===== config.mk =====
export PLATFORM = sky130hd
export DESIGN_NAME = dm_port_arbiter
export DESIGN_NICKNAME = d
export VERILOG_FILES = /design/src/rtl/dm_arb_pkg.sv /design/src/rtl/dm_arb_starve_ctr.sv /design/src/rtl/dm_port_arbiter.sv
export SDC_FILE = /design/constraint.sdc
export NUM_CORES = 1
export LEC_CHECK = 0
export BUFFER_PORTS_ARGS = -buffer_cell sky130_fd_sc_hd__buf_2
export CAP_MARGIN = 20
export CORE_UTILIZATION = 41
export CTS_CLUSTER_DIAMETER = 100
export DETAILED_ROUTE_END_ITERATION = 7
export MAX_ROUTING_LAYER = met4
export PLACE_DENSITY = 0.87
export SLEW_MARGIN = 20
export SYNTH_ARGS = -nofsm -noshare
export SYNTH_HDL_FRONTEND = slang
export SYNTH_SLANG_ARGS = --single-unit

===== constraint.sdc =====
create_clock -name clk -period 1.9 [get_ports clk]
set_input_delay 0.38 -clock clk [delete_from_list [all_inputs] [get_ports clk]]
set_output_delay 0.38 -clock clk [all_outputs]
set_load 0.01 [all_outputs]

===== src/rtl/dm_arb_pkg.sv =====
// Shared encodings for the data-memory port arbiter: FSM states and read-owner codes.
package dm_arb_pkg;

    typedef enum logic {
        ST_NORMAL = 1'b0,
        ST_FORCE  = 1'b1
    } arb_state_t;

    typedef enum logic [1:0] {
        OWN_NONE = 2'd0,
        OWN_CORE = 2'd1,
        OWN_DMA  = 2'd2
    } owner_t;

    localparam int STARVE_W = 4;

endpackage


===== src/rtl/dm_arb_starve_ctr.sv =====
// Saturating starvation counter: clear wins over increment; hit flags that this
// increment reaches LIMIT.
module dm_arb_starve_ctr
    import dm_arb_pkg::*;
#(
    parameter int LIMIT = 4
) (
    input  logic                clk,
    input  logic                reset,
    input  logic                clr,
    input  logic                inc,
    output logic [STARVE_W-1:0] cnt,
    output logic                hit
);

    localparam logic [STARVE_W-1:0] LIM    = STARVE_W'(LIMIT);
    localparam logic [STARVE_W-1:0] LIM_M1 = STARVE_W'(LIMIT - 1);

    assign hit = inc && (cnt >= LIM_M1);

    // NOTE: sequential state uses non-blocking assignments so every flop samples pre-edge values.
    always_ff @(posedge clk or negedge reset) begin
        if (!reset) begin
            cnt <= '0;
        end else if (clr) begin
            cnt <= '0;
        end else if (inc && (cnt != LIM)) begin
            cnt <= cnt + 1'b1;
        end
    end

endmodule


===== src/rtl/dm_port_arbiter.sv =====
// Arbitrates the data-memory port between the core and DMA, with a starvation-forced
// DMA slot and read-data return routing. Optional statistics: define DM_ARB_STATS_EN.
module dm_port_arbiter
    import dm_arb_pkg::*;
#(
    parameter int DMA_SIZE     = 16,
    parameter int DMD_SIZE     = 16,
    parameter int STARVE_LIMIT = 4
) (
    input  logic                clk,
    input  logic                reset,
    input  logic                ps_dm_cslt,
    input  logic                ps_dm_wrb,
    input  logic [DMA_SIZE-1:0] dg_dm_add,
    input  logic [DMD_SIZE-1:0] bc_dt,
    input  logic                dma_req,
    input  logic                dma_wrb,
    input  logic [DMA_SIZE-1:0] dma_add,
    input  logic [DMD_SIZE-1:0] dma_wdt,
    output logic                dma_gnt,
    output logic [DMD_SIZE-1:0] dma_rdt,
    output logic                dma_rvld,
    output logic [DMD_SIZE-1:0] ps_rdt,
    output logic                ps_rvld,
    output logic                arb_ps_stall,
    output logic                arb_dm_cslt,
    output logic                arb_dm_wrb,
    output logic [DMA_SIZE-1:0] arb_dm_add,
    output logic [DMD_SIZE-1:0] arb_dm_wdt,
    input  logic [DMD_SIZE-1:0] dm_rdt
`ifdef DM_ARB_STATS_EN
    ,
    output logic [15:0]         conflict_cnt,
    output logic [15:0]         force_cnt
`endif
);

    arb_state_t            st;
    owner_t                rd_owner;
    logic                  core_sel, dma_sel, stall_raw;
    logic                  starve_inc, starve_hit;
    logic [STARVE_W-1:0]   starve_cnt;
    logic [DMD_SIZE-1:0]   ps_rdt_q, dma_rdt_q;

    // NOTE: every always_comb output gets a default first, so no path can infer a latch.
    always_comb begin
        core_sel  = 1'b0;
        dma_sel   = 1'b0;
        stall_raw = 1'b0;
        if (st == ST_NORMAL) begin
            core_sel = ps_dm_cslt;
            dma_sel  = !ps_dm_cslt && dma_req;
        end else begin
            dma_sel   = dma_req;
            stall_raw = ps_dm_cslt && dma_req;
        end
    end

    assign starve_inc = (st == ST_NORMAL) && ps_dm_cslt && dma_req;

    dm_arb_starve_ctr #(.LIMIT(STARVE_LIMIT)) u_starve (
        .clk   (clk),
        .reset (reset),
        .clr   (!starve_inc),
        .inc   (starve_inc),
        .cnt   (starve_cnt),
        .hit   (starve_hit)
    );

    always_ff @(posedge clk or negedge reset) begin
        if (!reset) begin
            st        <= ST_NORMAL;
            rd_owner  <= OWN_NONE;
            ps_rdt_q  <= '0;
            dma_rdt_q <= '0;
        end else begin
            st <= (st == ST_NORMAL && starve_hit) ? ST_FORCE : ST_NORMAL;
            if (core_sel && ps_dm_wrb)     rd_owner <= OWN_CORE;
            else if (dma_sel && dma_wrb)   rd_owner <= OWN_DMA;
            else                           rd_owner <= OWN_NONE;
            if (rd_owner == OWN_CORE) ps_rdt_q  <= dm_rdt;
            if (rd_owner == OWN_DMA)  dma_rdt_q <= dm_rdt;
        end
    end

    // NOTE: the combinational port outputs are forced to zero while reset is low, not just the flops.
    always_comb begin
        dma_gnt      = 1'b0;
        arb_ps_stall = 1'b0;
        arb_dm_cslt  = 1'b0;
        arb_dm_wrb   = 1'b0;
        arb_dm_add   = '0;
        arb_dm_wdt   = '0;
        ps_rvld      = 1'b0;
        dma_rvld     = 1'b0;
        ps_rdt       = '0;
        dma_rdt      = '0;
        if (reset) begin
            dma_gnt      = dma_sel;
            arb_ps_stall = stall_raw;
            arb_dm_cslt  = core_sel || dma_sel;
            if (core_sel) begin
                arb_dm_wrb = ps_dm_wrb;
                arb_dm_add = dg_dm_add;
                arb_dm_wdt = bc_dt;
            end else if (dma_sel) begin
                arb_dm_wrb = dma_wrb;
                arb_dm_add = dma_add;
                arb_dm_wdt = dma_wdt;
            end
            ps_rvld  = (rd_owner == OWN_CORE);
            dma_rvld = (rd_owner == OWN_DMA);
            ps_rdt   = ps_rvld  ? dm_rdt : ps_rdt_q;
            dma_rdt  = dma_rvld ? dm_rdt : dma_rdt_q;
        end
    end

`ifdef DM_ARB_STATS_EN
    always_ff @(posedge clk or negedge reset) begin
        if (!reset) begin
            conflict_cnt <= '0;
            force_cnt    <= '0;
        end else begin
            if (ps_dm_cslt && dma_req) conflict_cnt <= conflict_cnt + 16'd1;
            if (st == ST_FORCE)        force_cnt    <= force_cnt + 16'd1;
        end
    end
`endif

endmodule


==> PnR_summary.wiki <==
{| class="wikitable"
! Metric !! Value
|-
| Fraction of the cycle the final worst path needs || 107%
|-
| Starting density of the core || 43.1%
|-
| Quantity of I/O buffers inserted on ports || 155
|-
| Number of top-level pins || 156
|-
| Half-perimeter wire length after detailed placement || 4390 um
|-
| Post-synthesis to final-layout area growth || 56.9%
|-
| Status || complete, but fails checks
|-
| Endpoint kind of the worst setup timing path || primary output
|-
| Critical Path Stages || 5
|-
| Path depth of the worst reg2reg path || 5
|-
| Max-slew violation count || 0
|-
| Start-to-end type of the worst setup path || reg -> out
|-
| Sequential element share of the synthesized area || 44.1%
|-
| Largest net degree at the start of global routing || 75
|-
| Average wire per cell in the routed design || 15.4 um
|-
| Complex-gate fraction of the synthesized area || 13.2%
|-
| Routability-driven placement congestion ratio || 0.750
|-
| Number of design-rule violations left by the first detailed-router iteration || 64
|-
| Largest incremental delay on the critical path || 0.40 ns
|-
| Maximum net fanout on the critical path || 17
|-
| Endpoint arrival time on the critical path || 1.66 ns
|-
| Worst slack, placed || 0.152 ns
|-
| Antenna violations before repair || 1
|-
| Total routing resource utilization after global routing || 20.4%
|-
| Worst-case headroom to the max-slew limit || 79.2%
|-
| Cells after synthesis || 188
|-
| Horizontal die dimension || 75.5 um
|-
| Maximum resistive drop on vdd || 0.000592 V
|-
| Vias in the first global route || 1654
|-
| Clock tree from TritonCTS || yes
|-
| Vias per cell || 4.82
|-
| Final wirelength || 6450 um
|-
| Share of the synthesized area in the top cell type || 44.1%
|-
| Number of flops mapped to enable cells by yosys || 0
|-
| Worst setup skew after layout || 0.0106 ns
|-
| Leakage power total || 1.91 nW
|-
| Area share of fa/ha/maj cells after synthesis || 1.13%
|-
| Worst reg2reg path endpoint || u_starve.cnt[1]$_DFFE_PN0P_
|-
| Largest cells by area after synthesis || dfrtp_1, a22o_1, mux2_4, and2_1, mux2_2
|-
| Filler cell count in the final layout || 401
|-
| Timing endpoint of the critical path || ps_rdt[2]
|-
| Total clock sinks || 39
|-
| Dominant delay contributor by cell family on the critical path || flip-flops
|-
| Worst-Skew Late Latency || 0.29 ns
|-
| PnR worst setup slack || -0.140 ns
|-
| Failing checks || negative setup slack
|-
| Clock input transition at the sequential cells of the worst setup and hold paths || 0.09 ns
|-
| Clock tree buffer depth || 2
|-
| Mean cell area of the mapped netlist || 11.8 um2
|-
| Height of the chip || 75.5 um
|-
| Required time of the critical path || 1.52 ns
|-
| Worst Tran Pin Value || 0.312 ns
|-
| Vias post-DR || 2018
|-
| Fraction of registers with async set/reset || 100%
|-
| Critical Path Source Type || flop
|-
| Number of core rows || 26
|-
| Unique masters post-synth || 27
|-
| Reg2Reg Launch Point || u_starve.cnt[0]$_DFFE_PN0P_
|-
| Aggregate global routing overflow || 0
|-
| Die area || 5700 um2
|-
| Share of synthesized area spent on multiplexers || 20.2%
|-
| Setup repair after global routing missed its margin || true
|-
| H-tree depth || 2
|-
| Cell taking the most area after synthesis || dfrtp_1
|-
| Total of warnings raised by yosys || 0
|-
| Mapped cell area || 2210 um2
|-
| Combinational family with the most area after synthesis || multiplexers
|-
| Footprint of the multi-input gates || 1210 um2
|-
| Minimum period implied by the final worst setup slack || 2.04 ns
|-
| Cells along the critical path || nor2b_2, buf_12, mux2_4, and2_4, buf_6
|-
| Hold crit path type || in -> async
|-
| Register Area || 976 um2
|-
| DRC violation count after routing || 0
|-
| Layout cell share with drive strength beyond 1 || 65.8%
|-
| Root buffer selected by CTS || clkbuf_8
|-
| Post-CTS Hold Buffers || 0
|-
| Critical path's slowest cell || dfrtp_1
|-
| Total core area || 5140 um2
|-
| Fmax || 0.490 GHz
|-
| Worst setup path startpoint || rd_owner[1]$_DFF_PN0_
|-
| Setup slack of the worst register-to-register path || 0.62 ns
|-
| Xor and xnor fraction of the mapped netlist area || 0.396%
|-
| Final setup fails || 32
|-
| Syn Nets || 276
|-
| Top flip-flop cell by instance count after synthesis || dfrtp_1
|-
| PwrDens || 742 nW/um2
|-
| Count of max-cap constraint violations || 0
|-
| Crit path buffers/inverters || 2
|-
| Cts bufs inserted || 5
|-
| Wire length of the first global-routing pass || 8290 um
|-
| Layout Nets || 435
|-
| Final number of hold-violating endpoints || 0
|-
| Number of detailed-route iterations in the first pass || 4
|-
| Final setup TNS || -4.02 ns
|-
| #FFs+latches synth || 39
|-
| Simple-Gate Fraction of Synth Area || 15.3%
|-
| Routed Antenna Nets || 0
|}
## cells in the final DEF, fill, tap and decap left out, types with 3 or more instances in the layout
cell,Yosys,routed
clkbuf_8,0,5
buf_4,0,3
dfrtp_1,39,39
nand2_1,5,5
and2_4,1,18
nor2_1,11,11
mux2_4,18,30
inv_1,4,4
buf_2,6,140
a22o_1,32,32
buf_12,1,5
buf_6,2,17
and2_1,34,17
## kinds of logic (layout without fill, tap and decap cells)
family,after synthesis,count (layout)
buf+inv,19,179
other cells,0,1
mux,34,34
compound gates,34,34
fa+ha+maj,2,2
flops,39,39
xor+xnor,1,1
simple gates,59,59
## what timing repair did
action,in CTS,in global routing
pin swaps,0,1
buffers inserted,1,2
setup endpoints to repair,64,64
gates cloned,1,2
gates resized for setup,28,20
## registers in the layout, indices dropped and copies added, names as in the netlist
| signal | cells |
|---|---|
| rd_owner | 2 |
| u_starve.cnt | 4 |
| ps_rdt_q | 16 |
| dma_rdt_q | 16 |
| st | 1 |
## cell type report
cell class	instances	share of cell area, %
repair buffers	167	30.7
diodes	1	0.0720
clock inverters	3	1.37
multi-input cells	130	34.8
flip-flops and latches	39	28.1
clock buffers	5	1.98
well taps	70	2.52
inverters	4	0.432
## metal layers
metal | up-vias | track usage [%] | share of wire, %
met3 | 2 | 4.50 | 3.9
met4 | 0 | 6.38 | 0.53
li1 | 976 | - | -
met5 | - | - | 0
met1 | 982 | 27.5 | 44
met2 | 58 | 30.9 | 52
## Yosys cell counts, types with 2 or more instances
master    number
mux2_2        14
mux2_4        18
inv_1          4
clkbuf_1       3
ha_1           2
a22o_1        32
dfrtp_1       39
buf_6          2
nand2_1        5
and2_1        34
buf_2          6
clkbuf_2       2
mux2i_1        2
nor3_1         2
nor2_1        11
## worst min-delay path by stage
stage / end / slack [ns] / depth (start not counted)
after global routing: ps_rdt_q[15]$_DFF_PN0_ / 0.15 / 2
after CTS: dma_rdt_q[1]$_DFF_PN0_ / 0.13 / 2
after floorplan: dma_rdt_q[0]$_DFF_PN0_ / 0.08 / 0
after global placement: dma_rdt_q[5]$_DFF_PN0_ / 0.44 / 2
after detailed placement: ps_rdt_q[0]$_DFF_PN0_ / 0.45 / 2
final: ps_rdt_q[15]$_DFF_PN0_ / 0.13 / 2
## worst register-to-register path, cell delays in order (launching register included)
cell and delay [ns]:
dfrtp_1 0.41, inv_1 0.06, ha_1 0.23, nand3b_1 0.15, mux2i_1 0.25, nor2_1 0.07
## metrics by stage
stage | instance area, um2 | util (%) | total power, mW | hold WS [ns] | instances
2_1_floorplan | 2210 | - | 1.44 | 0.0844 | 188
3_3_place_gp | 3080 | 59.8 | 1.71 | 0.441 | 404
3_5_place_dp | 3080 | 59.8 | 1.74 | 0.449 | 404
4_1_cts | 3340 | 64.9 | 2.53 | 0.130 | 414
5_1_grt | 3470 | 67.6 | 2.72 | 0.154 | 419
6_report | 3470 | 67.6 | 2.58 | 0.126 | 419
## report_power, final
group | switching, mW | internal (mW) | leakage, nW | total (mW)
registers | 0.0483 | 0.966 | 0.469 | 1.01
clock network | 0.305 | 0.398 | 0.0587 | 0.703
logic | 0.344 | 0.517 | 1.38 | 0.861
(Power assumes the default switching activity.)
